### src/rtl/dir_pkg.sv
// Shared types for the direction/speed command scheduler:
// speed levels, direction, FSM states, request sources, command bundle.
package dir_pkg;

    typedef enum logic [1:0] {
        STOP   = 2'd0,
        SLOW   = 2'd1,
        MEDIUM = 2'd2,
        FAST   = 2'd3
    } spd_e;

    typedef enum logic {
        FWD = 1'b0,
        REV = 1'b1
    } dir_e;

    typedef enum logic [2:0] {
        S_IDLE  = 3'd0,
        S_RAMP  = 3'd1,
        S_BRAKE = 3'd2,
        S_DWELL = 3'd3,
        S_HOLD  = 3'd4
    } state_e;

    typedef enum logic [1:0] {
        SRC_NONE = 2'b00,
        SRC_MAN  = 2'b01,
        SRC_AUTO = 2'b10
    } src_e;

    typedef struct packed {
        dir_e dir;
        spd_e spd;
    } cmd_t;

    // One level toward tgt, saturating at STOP and FAST.
    function automatic spd_e step_toward(spd_e cur, spd_e tgt);
        logic [1:0] c;
        c = cur;
        if (tgt > cur && c != 2'd3)
            c = c + 2'd1;
        else if (tgt < cur && c != 2'd0)
            c = c - 2'd1;
        return spd_e'(c);
    endfunction

endpackage

### src/rtl/dir_cmd_sched_cyc_timer.sv
// Loadable down-counter; o_zero flags terminal count.
// Ports: clk, resetn, i_load/i_val (load wins), i_en (decrement), o_zero.
module cyc_timer #(
    parameter int W = 20
) (
    input  logic         clk,
    input  logic         resetn,
    input  logic         i_load,
    input  logic [W-1:0] i_val,
    input  logic         i_en,
    output logic         o_zero
);

    logic [W-1:0] r_cnt;

    always_ff @(posedge clk or negedge resetn) begin
        if (!resetn)
            r_cnt <= '0;
        else if (i_load)
            r_cnt <= i_val;
        else if (i_en && r_cnt != '0)
            r_cnt <= r_cnt - 1'b1;
    end

    assign o_zero = (r_cnt == '0);

endmodule

### src/rtl/dir_cmd_sched.sv
// Arbitrates manual/auto speed requests, ramps one level per step,
// brakes and dwells before reversals, with watchdog and emergency stop.
// Ports: clk, resetn, estop; man_/auto_ valid, cmd, hold, ready;
// cmds {dir,spd}, active_src (01 man, 10 auto), wdog_trip (sticky).
module dir_cmd_sched
    import dir_pkg::*;
#(
    parameter int RAMP_CYC  = 1000,
    parameter int DWELL_CYC = 5000,
    parameter int WDOG_CYC  = 1000000,
    parameter int CNT_W     = 20
) (
    input  logic        clk,
    input  logic        resetn,
    input  logic        estop,
    input  logic        man_valid,
    input  logic [2:0]  man_cmd,
    input  logic [15:0] man_hold,
    output logic        man_ready,
    input  logic        auto_valid,
    input  logic [2:0]  auto_cmd,
    input  logic [15:0] auto_hold,
    output logic        auto_ready,
    output logic [2:0]  cmds,
    output logic [1:0]  active_src,
    output logic        wdog_trip
);

    localparam logic [CNT_W-1:0] L_RAMP  = CNT_W'(RAMP_CYC - 1);
    localparam logic [CNT_W-1:0] L_DWELL = CNT_W'(DWELL_CYC - 1);
    localparam logic [CNT_W-1:0] L_WDOG  = CNT_W'(WDOG_CYC - 1);

    state_e      r_state, w_state_n;
    cmd_t        r_cur, w_cur_n;
    cmd_t        r_tgt, w_tgt_n;
    logic [15:0] r_hold, w_hold_n;
    src_e        r_src, w_src_n;
    logic        r_trip, w_trip_n;

    logic             w_stp_ld, w_stp_en, w_stp_zero, w_stp_tc;
    logic [CNT_W-1:0] w_stp_val;
    logic             w_wd_ld, w_wd_en, w_wd_zero, w_wd_tc;
    logic [CNT_W-1:0] w_wd_val;
    logic             w_hd_ld, w_hd_en, w_hd_zero, w_hd_tc;
    logic [15:0]      w_hd_val;

    logic        w_idle_hold;
    logic        w_man_acc, w_auto_acc, w_acc;
    cmd_t        w_req;
    logic [15:0] w_req_hold;

    assign w_idle_hold = (r_state == S_IDLE) || (r_state == S_HOLD);
    assign man_ready   = !estop && (w_idle_hold || r_src == SRC_AUTO);
    assign auto_ready  = !estop && !man_valid && w_idle_hold
                         && r_src != SRC_MAN;

    assign w_man_acc  = man_valid && man_ready;
    assign w_auto_acc = auto_valid && auto_ready;
    assign w_acc      = w_man_acc || w_auto_acc;
    assign w_req      = w_man_acc ? cmd_t'(man_cmd) : cmd_t'(auto_cmd);
    assign w_req_hold = w_man_acc ? man_hold : auto_hold;

    assign w_stp_en = r_state inside {S_RAMP, S_BRAKE, S_DWELL};
    assign w_wd_en  = (r_state != S_IDLE);
    assign w_hd_en  = (r_state == S_HOLD);
    assign w_stp_tc = w_stp_en && w_stp_zero;
    assign w_wd_tc  = w_wd_en && w_wd_zero;
    // A zero hold value means hold indefinitely.
    assign w_hd_tc  = w_hd_en && w_hd_zero && (r_hold != 16'd0);

    always_comb begin
        w_state_n = r_state;
        w_cur_n   = r_cur;
        w_tgt_n   = r_tgt;
        w_hold_n  = r_hold;
        w_src_n   = r_src;
        w_trip_n  = r_trip;
        w_stp_ld  = 1'b0;
        w_stp_val = L_RAMP;
        w_wd_ld   = 1'b0;
        w_wd_val  = L_WDOG;
        w_hd_ld   = 1'b0;
        w_hd_val  = r_hold - 16'd1;
        if (estop) begin
            w_state_n   = S_IDLE;
            w_cur_n.spd = STOP;
            w_tgt_n.spd = STOP;
            w_src_n     = SRC_NONE;
            w_stp_ld    = 1'b1;
            w_stp_val   = '0;
            w_wd_ld     = 1'b1;
            w_wd_val    = '0;
            w_hd_ld     = 1'b1;
            w_hd_val    = '0;
        end else if (w_acc) begin
            w_tgt_n  = w_req;
            w_hold_n = w_req_hold;
            w_src_n  = w_man_acc ? SRC_MAN : SRC_AUTO;
            w_trip_n = 1'b0;
            w_wd_ld  = 1'b1;
            w_stp_ld = 1'b1;
            if (w_req == r_cur) begin
                w_state_n = S_HOLD;
                w_hd_ld   = 1'b1;
                w_hd_val  = w_req_hold - 16'd1;
            end else if (w_req.dir != r_cur.dir) begin
                // A reversal already under way keeps its own timing.
                if (r_state == S_BRAKE || r_state == S_DWELL) begin
                    w_stp_ld = 1'b0;
                end else if (r_cur.spd != STOP) begin
                    w_state_n = S_BRAKE;
                end else begin
                    w_cur_n.dir = w_req.dir;
                    w_state_n   = S_RAMP;
                end
            end else begin
                w_state_n = S_RAMP;
            end
        end else if (w_wd_tc) begin
            w_trip_n    = 1'b1;
            w_tgt_n.spd = STOP;
            w_state_n   = S_RAMP;
            w_stp_ld    = 1'b1;
            w_wd_ld     = 1'b1;
        end else begin
            unique case (r_state)
                S_IDLE: ;
                S_RAMP: begin
                    if (r_cur.spd == r_tgt.spd || w_stp_tc) begin
                        if (r_cur.spd != r_tgt.spd) begin
                            w_cur_n.spd = step_toward(r_cur.spd, r_tgt.spd);
                            w_stp_ld    = 1'b1;
                        end
                        if (w_cur_n.spd == r_tgt.spd) begin
                            if (r_tgt.spd == STOP) begin
                                w_state_n = S_IDLE;
                                w_src_n   = SRC_NONE;
                            end else begin
                                w_state_n = S_HOLD;
                                w_hd_ld   = 1'b1;
                            end
                        end
                    end
                end
                S_BRAKE: begin
                    if (w_stp_tc || r_cur.spd == STOP) begin
                        w_cur_n.spd = step_toward(r_cur.spd, STOP);
                        w_stp_ld    = 1'b1;
                        if (w_cur_n.spd == STOP) begin
                            w_state_n = S_DWELL;
                            w_stp_val = L_DWELL;
                        end
                    end
                end
                S_DWELL: begin
                    if (w_stp_tc) begin
                        w_cur_n.dir = r_tgt.dir;
                        w_state_n   = S_RAMP;
                        w_stp_ld    = 1'b1;
                    end
                end
                S_HOLD: begin
                    if (w_hd_tc) begin
                        w_tgt_n.spd = STOP;
                        w_state_n   = S_RAMP;
                        w_stp_ld    = 1'b1;
                    end
                end
                default: w_state_n = S_IDLE;
            endcase
        end
    end

    always_ff @(posedge clk or negedge resetn) begin
        if (!resetn) begin
            r_state <= S_IDLE;
            r_cur   <= '0;
            r_tgt   <= '0;
            r_hold  <= '0;
            r_src   <= SRC_NONE;
            r_trip  <= 1'b0;
        end else begin
            r_state <= w_state_n;
            r_cur   <= w_cur_n;
            r_tgt   <= w_tgt_n;
            r_hold  <= w_hold_n;
            r_src   <= w_src_n;
            r_trip  <= w_trip_n;
        end
    end

    cyc_timer #(.W(CNT_W)) u_step (
        .clk    (clk),
        .resetn (resetn),
        .i_load (w_stp_ld),
        .i_val  (w_stp_val),
        .i_en   (w_stp_en),
        .o_zero (w_stp_zero)
    );

    cyc_timer #(.W(CNT_W)) u_wdog (
        .clk    (clk),
        .resetn (resetn),
        .i_load (w_wd_ld),
        .i_val  (w_wd_val),
        .i_en   (w_wd_en),
        .o_zero (w_wd_zero)
    );

    cyc_timer #(.W(16)) u_hold (
        .clk    (clk),
        .resetn (resetn),
        .i_load (w_hd_ld),
        .i_val  (w_hd_val),
        .i_en   (w_hd_en),
        .o_zero (w_hd_zero)
    );

    assign cmds       = r_cur;
    assign active_src = r_src;
    assign wdog_trip  = r_trip;

endmodule

### config.mk
export PLATFORM = sky130hd
export DESIGN_NAME = dir_cmd_sched
export DESIGN_NICKNAME = d
export VERILOG_FILES = /design/src/rtl/dir_pkg.sv /design/src/rtl/dir_cmd_sched_cyc_timer.sv /design/src/rtl/dir_cmd_sched.sv
export SDC_FILE = /design/constraint.sdc
export NUM_CORES = 1
export LEC_CHECK = 0
export ABC_AREA = 1
export CELL_PAD_IN_SITES_DETAIL_PLACEMENT = 1
export CELL_PAD_IN_SITES_GLOBAL_PLACEMENT = 1
export CORE_MARGIN = 2
export CORE_UTILIZATION = 43
export CTS_CLUSTER_DIAMETER = 120
export DETAILED_ROUTE_END_ITERATION = 8
export PLACE_DENSITY = 0.93
export SYNTH_ARGS = -nofsm -noshare
export SYNTH_HDL_FRONTEND = slang
export SYNTH_SLANG_ARGS = --single-unit
### constraint.sdc
create_clock -name clk -period 2.6 [get_ports clk]
set_clock_uncertainty 0.15 [all_clocks]
set_input_delay 0.26 -clock clk [delete_from_list [all_inputs] [get_ports clk]]
set_output_delay 0.26 -clock clk [all_outputs]
set_load 0.01 [all_outputs]
==> metrics.json <==
{
  "drc": 0,
  "fmaxAchievable_mhz": 355,
  "final-hold-violation-count": 0,
  "power.leakage_nw": 4.18,
  "dp_hpwl_mm": 17.2,
  "core.rowCount": 45,
  "synth_area_mm2": 0.00652,
  "core_region_area_mm2": 0.0150,
  "wl_per_cell_um": 26.2,
  "worst_path_required_time_ps": 2750,
  "die_area_mm2": 0.0162,
  "dp.cells": 1266,
  "max-slew-margin-rel": 0.616,
  "async_flop_share": 1.00,
  "ios": 51,
  "final_net_count": 1178,
  "synthesis.area_per_instance_um2": 6.55,
  "timing.final.setup_violations": 31,
  "synth_fp_nets": 1053,
  "p_clk_frac": 0.155,
  "die_width_um": 127,
  "nFillCells": 1899,
  "share_comb_of_total_power": 0.596,
  "p_seq_frac": 0.249,
  "vias_per_cell": 6.59,
  "critical_path.max_fanout": 6,
  "post-route-min-period_ps": 2820,
  "yosysUniqueCellTypes": 44,
  "switching_share": 0.535,
  "instances_no_fill": 1314,
  "fin_hold_ws_ps": 271,
  "power_per_cell_area_mw_per_mm2": 1160,
  "postSynthCellCount": 996,
  "ant_nets": 0,
  "finalWirelength_mm": 34.4,
  "cts_made_buffers": 9,
  "post_route_cells_drive_above_1_share": 0.204,
  "largest_net_degree_at_the_start_of_global_routing": 50,
  "finalCritPeriodShare": 1.08,
  "grt_usage": 0.347,
  "number_of_global_route_vias_before_repair": 8389,
  "cts_root_buf": "sky130_fd_sc_hd__clkbuf_16",
  "post-synth-top-area-fraction": 0.322,
  "die_height_um": 127,
  "ys_dominant_reg_cell": "sky130_fd_sc_hd__dfrtp_1",
  "drt_iter0_markers": 1019,
  "setup_crit_end_kind": "register",
  "max_slew.worst_pin.slew_ps": 574,
  "synth_top_area_cell": "sky130_fd_sc_hd__dfrtp_1",
  "portBuffers": 50,
  "layout_setup_ws_ps": -217,
  "clock_pin_slew_reported_for_the_worst_setup_and_hold_paths_after_clock_tree_synthesis_ps": 70,
  "antenna_found_initial": 2,
  "tritoncts": "done",
  "diodes": 0,
  "violated_checks": "setup timing",
  "dr.pass1.iters": 6,
  "insertion_delay_ps": 380,
  "power.ir.vdd_worst_mv": 0.883,
  "cts_sinks": 84,
  "power.switching_mw": 5.33,
  "outcome": "finished with violations",
  "ff2ff_setup_slack_ps": -220,
  "drv_slew": 0,
  "tns_ps": -3650,
  "start_kind": "register",
  "num_vias": 8659,
  "grt_first_pass_wirelength_mm": 44.3,
  "hold_wc_path_type": "in2async",
  "worst-endpoint-arrival_ps": 2960,
  "syn_to_final_growth_pct": 31.8,
  "start_util": 0.434,
  "grt_setup_unrepaired": "yes",
  "synth_area_leaders": "sky130_fd_sc_hd__dfrtp_1, sky130_fd_sc_hd__nand2_1, sky130_fd_sc_hd__nor2_1, sky130_fd_sc_hd__inv_1, sky130_fd_sc_hd__nand3_1",
  "post-route-util": 0.572,
  "criticalPathCategory": "reg2reg",
  "h_tree_lvl_count": 3,
  "max_cap_violations": 0,
  "synth_enable_flop_cells": 0,
  "grt_overflow": 0,
  "gpl.final_weighted_congestion": 0.847,
  "synthesis.yosys.warnings": 0,
  "power.internal_mw": 4.63,
  "max-clock-path-buffers": 2,
  "yosysSeqAreaShare": 0.322,
  "postSynthRegisterBits": 84
}
==> critical path, stage by stage, from the launching register on <==
cell                      delay (ps)
sky130_fd_sc_hd__dfrtp_1         470
sky130_fd_sc_hd__inv_2           130
sky130_fd_sc_hd__nand2_4          90
sky130_fd_sc_hd__nand2_4         130
sky130_fd_sc_hd__nand3_4         130
sky130_fd_sc_hd__buf_4           170
sky130_fd_sc_hd__nand2_1          70
sky130_fd_sc_hd__nand2_1          90
sky130_fd_sc_hd__nand2_1          90
sky130_fd_sc_hd__nand2_2         100
sky130_fd_sc_hd__nand3_4         100
sky130_fd_sc_hd__nor2_4           60
sky130_fd_sc_hd__nor2_4          160
sky130_fd_sc_hd__nand2_2         170
sky130_fd_sc_hd__buf_4           210
sky130_fd_sc_hd__nor2_4          170
sky130_fd_sc_hd__nand2_1         130
sky130_fd_sc_hd__nand3_1         120
==> cell type report <==
class,count,area (µm²),area share
Inverter,132,507,0.0590
Clock buffer,11,243,0.0282
Tap cell,188,235,0.0274
Timing Repair Buffer,134,1190,0.138
Sequential cell,84,2110,0.245
Clock inverter,5,83.8,0.00975
Multi-Input combinational cell,760,4230,0.492
==> layer usage <==
metal | track usage | wire [µm] | vias to the layer above
met5 | 0 | 33 | -
met1 | 0.408 | 12200 | 4162
met4 | 0.171 | 2790 | 4
met2 | 0.603 | 16000 | 755
met3 | 0.0712 | 3410 | 291
li1 | - | - | 3447
==> flip-flops by register name, summed over array words and instances, names as in the netlist <==
| register | flops |
|---|---|
| r_tgt | 3 |
| r_state | 3 |
| u_wdog.r_cnt | 20 |
| cmds | 3 |
| u_step.r_cnt | 20 |
| u_hold.r_cnt | 16 |
| active_src | 2 |
| wdog_trip | 1 |
| r_hold | 16 |
==> metrics by stage <==
| step | power [mW] | area [µm²] | worst slack (ps) |
|---|---|---|---|
| after global routing | 10.3 | 8600 | -401 |
| after CTS | 8.18 | 8000 | 2.56 |
| final | 9.96 | 8600 | -217 |
| after detailed placement | 6.54 | 7560 | -167 |
| after global placement | 6.23 | 7560 | 2.67 |
| after floorplan | 5.01 | 6520 | 222 |
==> power by group through the flow <==
stage | sequential [mW] | clock, mW | combinational, mW
final | 2.48 | 1.54 | 5.94
after global routing | 2.48 | 1.56 | 6.24
after CTS | 2.28 | 1.47 | 4.44
after detailed placement | 2.28 | 0 | 4.26
after global placement | 2.25 | 0 | 3.98
after floorplan | 2.18 | 0 | 2.83
==> cells in the mapped netlist, types with 13 or more instances <==
cell                        n
sky130_fd_sc_hd__nor2_1   162
sky130_fd_sc_hd__dfrtp_1   84
sky130_fd_sc_hd__nand3_1   73
sky130_fd_sc_hd__xnor2_1   13
sky130_fd_sc_hd__nand4_1   37
sky130_fd_sc_hd__ha_1      14
sky130_fd_sc_hd__nor3_1    14
sky130_fd_sc_hd__o21ai_0   56
sky130_fd_sc_hd__a21oi_1   26
sky130_fd_sc_hd__xor2_1    37
sky130_fd_sc_hd__inv_1    124
sky130_fd_sc_hd__nand2_1  254
==> final timing paths <==
check | from | end | cells after the start
max in group asynchronous | resetn | u_step.r_cnt[4]$_DFFE_PN0P_ | 3
min reg2reg | u_step.r_cnt[19]$_DFFE_PN0P_ | u_step.r_cnt[19]$_DFFE_PN0P_ | 2
min | resetn | r_state[0]$_DFFE_PN0P_ | 2
min in group clk | man_valid | active_src[0]$_DFFE_PN0P_ | 4
max | r_state[0]$_DFFE_PN0P_ | u_hold.r_cnt[12]$_DFFE_PN0P_ | 17
max reg2reg | r_state[0]$_DFFE_PN0P_ | u_hold.r_cnt[12]$_DFFE_PN0P_ | 17
==> timing repair <==
item	CTS	global route
buffers inserted	7	23
setup endpoints to repair	15	59
endpoints found under the hold margin	35	0
pin swaps	6	31
resized for setup	10	123
cloned	0	1
hold buffers	1	0
==> cell usage in the layout (no fill, tap or decap), drive strengths merged, types with 27 or more instances in the layout <==
| master | Yosys | final |
|---|---|---|
| a21oi | 27 | 27 |
| buf | 17 | 84 |
| clkdlybuf4s50 | 0 | 48 |
| dfrtp | 84 | 84 |
| inv | 132 | 132 |
| nand2 | 266 | 266 |
| nand3 | 76 | 77 |
| nand4 | 37 | 37 |
| nor2 | 170 | 170 |
| o21ai | 60 | 60 |
| xor2 | 37 | 37 |
==> kinds of logic after synthesis <==
kind of cell | after synthesis | synth area share
adders and majority gates | 14 | 0.0269
buffers and inverters | 153 | 0.0938
xor gates and xnor gates | 50 | 0.0671
and+or+nand+nor | 583 | 0.391
DFF | 84 | 0.322
AOI/OAI and AO/OA | 111 | 0.0971
muxes | 1 | 0.00153
(Power assumes the default switching activity.)
